[src/rtl/i2c_pkg.sv]
// Width/depth constants shared by the APB block, the I2C controller and the byte FIFOs.
package i2c_pkg;
  localparam int I2C_DATA_W     = 8;
  localparam int I2C_FIFO_DEPTH = 16;
endpackage

[src/rtl/i2c_fifo.sv]
// Single-clock FWFT byte FIFO between APB and the I2C controller, with optional
// edge-qualified pop so a multi-cycle enable pulse counts as one pop.
module i2c_fifo
  import i2c_pkg::*;
#(
  parameter int DATA_WIDTH  = I2C_DATA_W,
  parameter int DEPTH       = I2C_FIFO_DEPTH,
  parameter int AF_LEVEL    = 12,
  parameter int AE_LEVEL    = 2,
  parameter bit POP_ON_EDGE = 1'b0
) (
  input  logic                       core_clk,
  input  logic                       rst_n,
  input  logic                       clear,
  input  logic                       wr_en,
  input  logic [DATA_WIDTH-1:0]      wr_data,
  input  logic                       rd_en,
  output logic [DATA_WIDTH-1:0]      rd_data,
  output logic                       full,
  output logic                       empty,
  output logic                       almost_full,
  output logic                       almost_empty,
  output logic [$clog2(DEPTH):0]     count,
  output logic                       overflow,
  output logic                       underflow
);
  localparam int AW = $clog2(DEPTH);
  localparam int CW = AW + 1;

  logic [DATA_WIDTH-1:0] mem [DEPTH];
  logic [AW-1:0]         wr_ptr, rd_ptr;
  logic                  rd_en_q;
  logic                  pop_req, do_pop, do_push;

  always_comb begin
    pop_req = POP_ON_EDGE ? (rd_en & ~rd_en_q) : rd_en;
    do_pop  = pop_req & ~empty;
    // a push into a full FIFO is still accepted when the same cycle frees a slot
    do_push = wr_en & (~full | do_pop);
  end

  always_ff @(posedge core_clk) begin
    if (!rst_n || clear) begin
      wr_ptr    <= '0;
      rd_ptr    <= '0;
      count     <= '0;
      overflow  <= 1'b0;
      underflow <= 1'b0;
      rd_en_q   <= 1'b0;
    end else begin
      rd_en_q <= rd_en;
      if (do_push) wr_ptr <= wr_ptr + 1'b1;
      if (do_pop)  rd_ptr <= rd_ptr + 1'b1;
      case ({do_push, do_pop})
        2'b10:   count <= count + 1'b1;
        2'b01:   count <= count - 1'b1;
        default: ;
      endcase
      if (wr_en && full && !do_pop) overflow  <= 1'b1;
      if (pop_req && empty)         underflow <= 1'b1;
    end
  end

  // storage has no reset; contents survive clear and are masked by empty
  always_ff @(posedge core_clk) begin
    if (rst_n && !clear && do_push) mem[wr_ptr] <= wr_data;
  end

  assign rd_data      = mem[rd_ptr];
  assign full         = (count == CW'(DEPTH));
  assign empty        = (count == '0);
  assign almost_full  = (count >= CW'(AF_LEVEL));
  assign almost_empty = (count <= CW'(AE_LEVEL));
endmodule

[config.mk]
export PLATFORM = sky130hd
export DESIGN_NAME = i2c_fifo
export DESIGN_NICKNAME = d
export VERILOG_FILES = /design/src/rtl/i2c_pkg.sv /design/src/rtl/i2c_fifo.sv
export SDC_FILE = /design/constraint.sdc
export NUM_CORES = 1
export LEC_CHECK = 0
export ABC_AREA = 1
export CAP_MARGIN = 20
export CELL_PAD_IN_SITES_DETAIL_PLACEMENT = 1
export CELL_PAD_IN_SITES_GLOBAL_PLACEMENT = 1
export CORE_UTILIZATION = 35
export DETAILED_ROUTE_END_ITERATION = 6
export PLACE_DENSITY = 0.69
export SYNTH_ARGS = -nofsm -noshare
export SYNTH_HDL_FRONTEND = slang
export SYNTH_SLANG_ARGS = --single-unit
[constraint.sdc]
create_clock -name core_clk -period 1.8 [get_ports core_clk]
set_input_delay 0.45 -clock core_clk [delete_from_list [all_inputs] [get_ports core_clk]]
set_output_delay 0.45 -clock core_clk [all_outputs]
set_load 0.05 [all_outputs]
=== Yosys cells after proc, flatten, opt, wreduce, memory -nomap -nowiden ===
Memory sizes are Yosys's and may differ from the RTL's. A register that Yosys moved wholly into a read port is not among the register bits.
Index checks and enable logic that the tools add are counted.

* $add $sub $neg: 4
* Magnitude comparators: 2
* Equality and inequality tests: 3
* Multiplexer cells: 5
* Bitwise gates (word level): 5
* Reductions and logical operators: 11

{| class="wikitable"
|+ Operators with widths
! cell !! count
|-
| $pmux 5 s2 || 1
|-
| $add 4x1->4 const B || 2
|-
| $mux 4 || 2
|-
| $add 5x1->5 const B || 1
|-
| $eq 5x5->1 const B || 1
|-
| $ge 5x4->1 const B || 1
|-
| $le 5x2->1 const B || 1
|-
| $logic_and 1x1->1 || 5
|-
| $logic_not 5->1 || 1
|-
| $sub 5x1->5 const B || 1
|-
| $logic_not 1->1 || 3
|-
| $and 1x1->1 || 2
|-
| $eq 2x1->1 const B || 1
|-
| $eq 2x2->1 const B || 1
|-
| $mux 1 || 2
|-
| $not 1->1 || 2
|-
| $reduce_bool 2->1 || 1
|-
| $logic_or 1x1->1 || 1
|-
| $or 1x1->1 || 1
|}

* Register bits: 15
* RAM bits: 128
* Bits of input ports: 13
* Logic and storage cells: 36
* Memories: 1

{| class="wikitable"
|+ Memories
! name !! words !! width !! rd ports !! clocked after memory_dff !! wr ports !! line !! RTL
|-
| mem || 16 || 8 || 1 || 1 || 1 || i2c_fifo.sv:30 || <nowiki>logic [DATA_WIDTH-1:0] mem [DEPTH];</nowiki>
|}

=== Logic depth before layout (Yosys ltp) ===
* Depth after elaboration: 8
* Gate-level depth with buffers: 16
* Depth with buffers taken out: 16

=== Worst setup path before layout ===
No wires, ideal clock.

* Path type: register to output
* Start: reg count[3]
* End: out almost_empty
* Data arrival time: 1.909 ns
* Setup slack: -0.559 ns
* Cell stages (with the launch flop): 4
* Path buffers: 0
* Cells stage by stage: dfxtp_1 nor2_1 inv_1 a211oi_1

* Word-level cells in the longest chain between the ends: 1

{| class="wikitable"
|+ RTL lines
! item !! line !! RTL
|-
| start: declaration || i2c_fifo.sv:23 || <nowiki>output logic [$clog2(DEPTH):0] count,</nowiki>
|-
| start signal: assignment || i2c_fifo.sv:55 || <nowiki>2'b10: count <= count + 1'b1;</nowiki>
|-
| start signal: assignment || i2c_fifo.sv:56 || <nowiki>2'b01: count <= count - 1'b1;</nowiki>
|-
| $le 5x2->1 || i2c_fifo.sv:73 || <nowiki>assign almost_empty = (count <= CW'(AE_LEVEL));</nowiki>
|-
| end: declaration || i2c_fifo.sv:22 || <nowiki>output logic almost_empty,</nowiki>
|}

No other way between the ends.

==> flow_summary.json <==
{
  "status": "finished with violations",
  "violations": "negative setup slack",
  "cts_buffers": 17,
  "dp_hpwl_mm": 11.0,
  "die_area_um2": 18100,
  "synth_ff_type": "edfxtp_1",
  "clkTransAtPathRegs_ps": 60,
  "postRouteAntennaNets": 0,
  "synth_edf_count": 128,
  "rr_startpoint": "count[0]",
  "synth_area_leaders": "edfxtp_1 63%, dfxtp_1 6.2%, mux2i_1 5.2%",
  "syn_inst": 487,
  "synth_top_area_share_pct": 62.6,
  "rsz0062_at_grt": "true",
  "cp.depth": 7,
  "critPathBufInv": 2,
  "grt_pass1_wl_mm": 25.5,
  "syn-num-nets": 506,
  "start_util_pct": 35.6,
  "fin_tns_setup_ps": -4980,
  "overflow": 0,
  "seq_area_frac_synth_pct": 68.8,
  "synth_seq_cells": 147,
  "synth.distinct_cells": 30,
  "cp-endpoint": "rd_data[6]",
  "yosysTopAreaCell": "edfxtp_1",
  "cpPeakStageDelay_ps": 410,
  "cts_tree": "built",
  "final_layout_size_suffix_gt1_share_pct": 32.8,
  "ctsLongestPathBuffers": 2,
  "route.detailed.drc": 0,
  "worstHoldPathType": "register to register",
  "syn_area_um2": 6140,
  "end_kind": "primary output",
  "grt_pass1_vias": 4443,
  "cts-root-buf": "clkbuf_16",
  "firstDrtPassIters": 5,
  "wl_per_cell_um": 20.3,
  "cp_max_fo": 10,
  "crit_slowest_cell": "dfxtp_4",
  "coreArea_um2": 17200,
  "place_ws_ps": -499,
  "cp_top_family": "compound AO/OA/AOI/OAI gates",
  "insertion_delay_ps": 430,
  "grt_max_degree": 17,
  "port_buffers": 31,
  "path_cells": "bufbuf_16 > a21oi_1 > o21ai_0 > o211ai_1 > nand3_2 > nand2_2 > buf_12",
  "critical_path_class": "register to primary output",
  "dieWidth_um": 134,
  "fin_total_pwr_mw": 8.43,
  "gp_congestion": 0.839,
  "clock_skew_ps": 7.67,
  "setup_viol": 10,
  "std_cell_rows": 48,
  "yosys_warnings": 0,
  "place_area_um2": 7510,
  "viasPerCell": 5.07,
  "tightest_slew_ps": 386,
  "track_usage_pct": 19.6,
  "slew_headroom_pct": 74.3,
  "maxCapViolCount": 0,
  "syn2layout_area_growth_pct": 37.0,
  "crit_arrival_ps": 1990,
  "reg2reg_depth": 16,
  "fin_nets": 603,
  "fin_ws_ps": -641,
  "worstPathRequired_ps": 1350,
  "fin_area_um2": 8410,
  "power.density_nw_per_um2": 1000,
  "postSynthAreaPerCell_um2": 12.6,
  "yosysMostFrequentCell": "edfxtp_1",
  "fmax_mhz": 410,
  "io_pins": 32,
  "cts.sinks": 147,
  "antenna_found_initial": 0,
  "ff2ff_setup_slack_ps": 40,
  "wl_mm": 16.7,
  "min_period_ps": 2440,
  "max-vdd-ir-drop_v": 0.000711,
  "r2r-end": "count[4]",
  "whs_ps": 465,
  "dieHeight_um": 134,
  "htreeDepth": 4,
  "vias": 4170,
  "async_flop_share_pct": 0,
  "p_leak_nw": 2.97,
  "start_kind": "register",
  "synth_common_cells": "128 x edfxtp_1, 55 x inv_1, 52 x o21ai_0",
  "drtIter0Drc": 250,
  "period_share_pct": 136,
  "hold_viol": 0,
  "slew_violations": 0,
  "antennaDiodeCount": 0
}
[per-stage QoR]
step / utilization [%] / cells
global route: 48.8 / 822
detailed placement: 43.6 / 781
finish: 48.8 / 822
CTS: 48.2 / 818
global placement: 43.6 / 781
floorplan: - / 487
[cell usage in the layout (no fill, tap or decap), drive strengths merged]
cell type	Yosys	layout
or2	1	1
o21ai	53	53
clkinv	1	6
nand3	17	17
a211oi	1	1
a21oi	46	46
a31oi	1	1
clkinvlp	0	3
nor2	29	29
xnor2	2	2
dlygate4sd2	0	1
dfxtp	19	19
nand2	31	31
inv	60	61
edfxtp	128	128
bufbuf	0	2
clkdlybuf4s50	0	11
o211ai	33	33
mux2i	32	32
clkbuf	14	19
buf	9	87
ha	6	6
nand4	4	4
bufinv	0	4
[flip-flops by register name (all words and copies together), names as in the netlist, named ones only]
register	flops
mem	128
count	5
rd_ptr	4
wr_ptr	4
overflow	1
underflow	1
[layout make-up]
class,count,area [um2]
multi-input combinational,256,1860
inverter,61,231
sequential,147,4250
clock inverter,13,184
timing repair buffer,101,1170
clock buffer,19,433
fill,1730,8830
tap,225,282
[how the worst min path moves through the flow]
stage	start	cells after the start	slack, ps	end
6_report	rd_ptr[3]	2	470	rd_ptr[3]
2_1_floorplan	rd_ptr[2]	1	440	register
3_5_place_dp	rd_ptr[3]	2	460	rd_ptr[3]
3_3_place_gp	rd_ptr[3]	2	460	rd_ptr[3]
5_1_grt	rd_ptr[3]	2	490	rd_ptr[3]
4_1_cts	rd_ptr[3]	2	470	rd_ptr[3]
[cells by family after synthesis]
family | share of synthesized area, %
DFF | 68.8
adders and majority gates | 1.22
AOI/OAI and AO/OA | 12.6
xor gates and xnor gates | 0.285
and+or+nand+nor | 6.42
buffers and inverters | 5.42
muxes | 5.22
[power breakdown]
| group | internal, mW | switching [mW] | total, mW |
|---|---|---|---|
| clock | 2.32 | 1.40 | 3.72 |
| combinational | 0.424 | 0.534 | 0.958 |
| sequential | 3.72 | 0.0280 | 3.75 |
| total | 6.46 | 1.97 | 8.43 |
[tightest hold or removal path, delay by kind of cell, from the launching register on]
family	cells	cell delay, ps
DFF	1	300
AOI/OAI and AO/OA	1	70
buffers and inverters	1	60
[layer usage]
metal	share of wire [%]	GRT usage, %	vias to the layer above
met1	42	23.9	2089
met3	3.7	3.85	28
li1	-	-	1960
met5	0	0	-
met4	2.7	7.99	0
met2	51	34.0	93
[timing repair]
action                                  4_1_cts  5_1_grt
hold buffers                                  0        0
cloned                                        2        0
endpoints found under the setup margin       12       21
resized for setup                            34       25
pin swaps                                     8       10
setup buffers                                 3        4
Power figures use the tool's default switching activity.
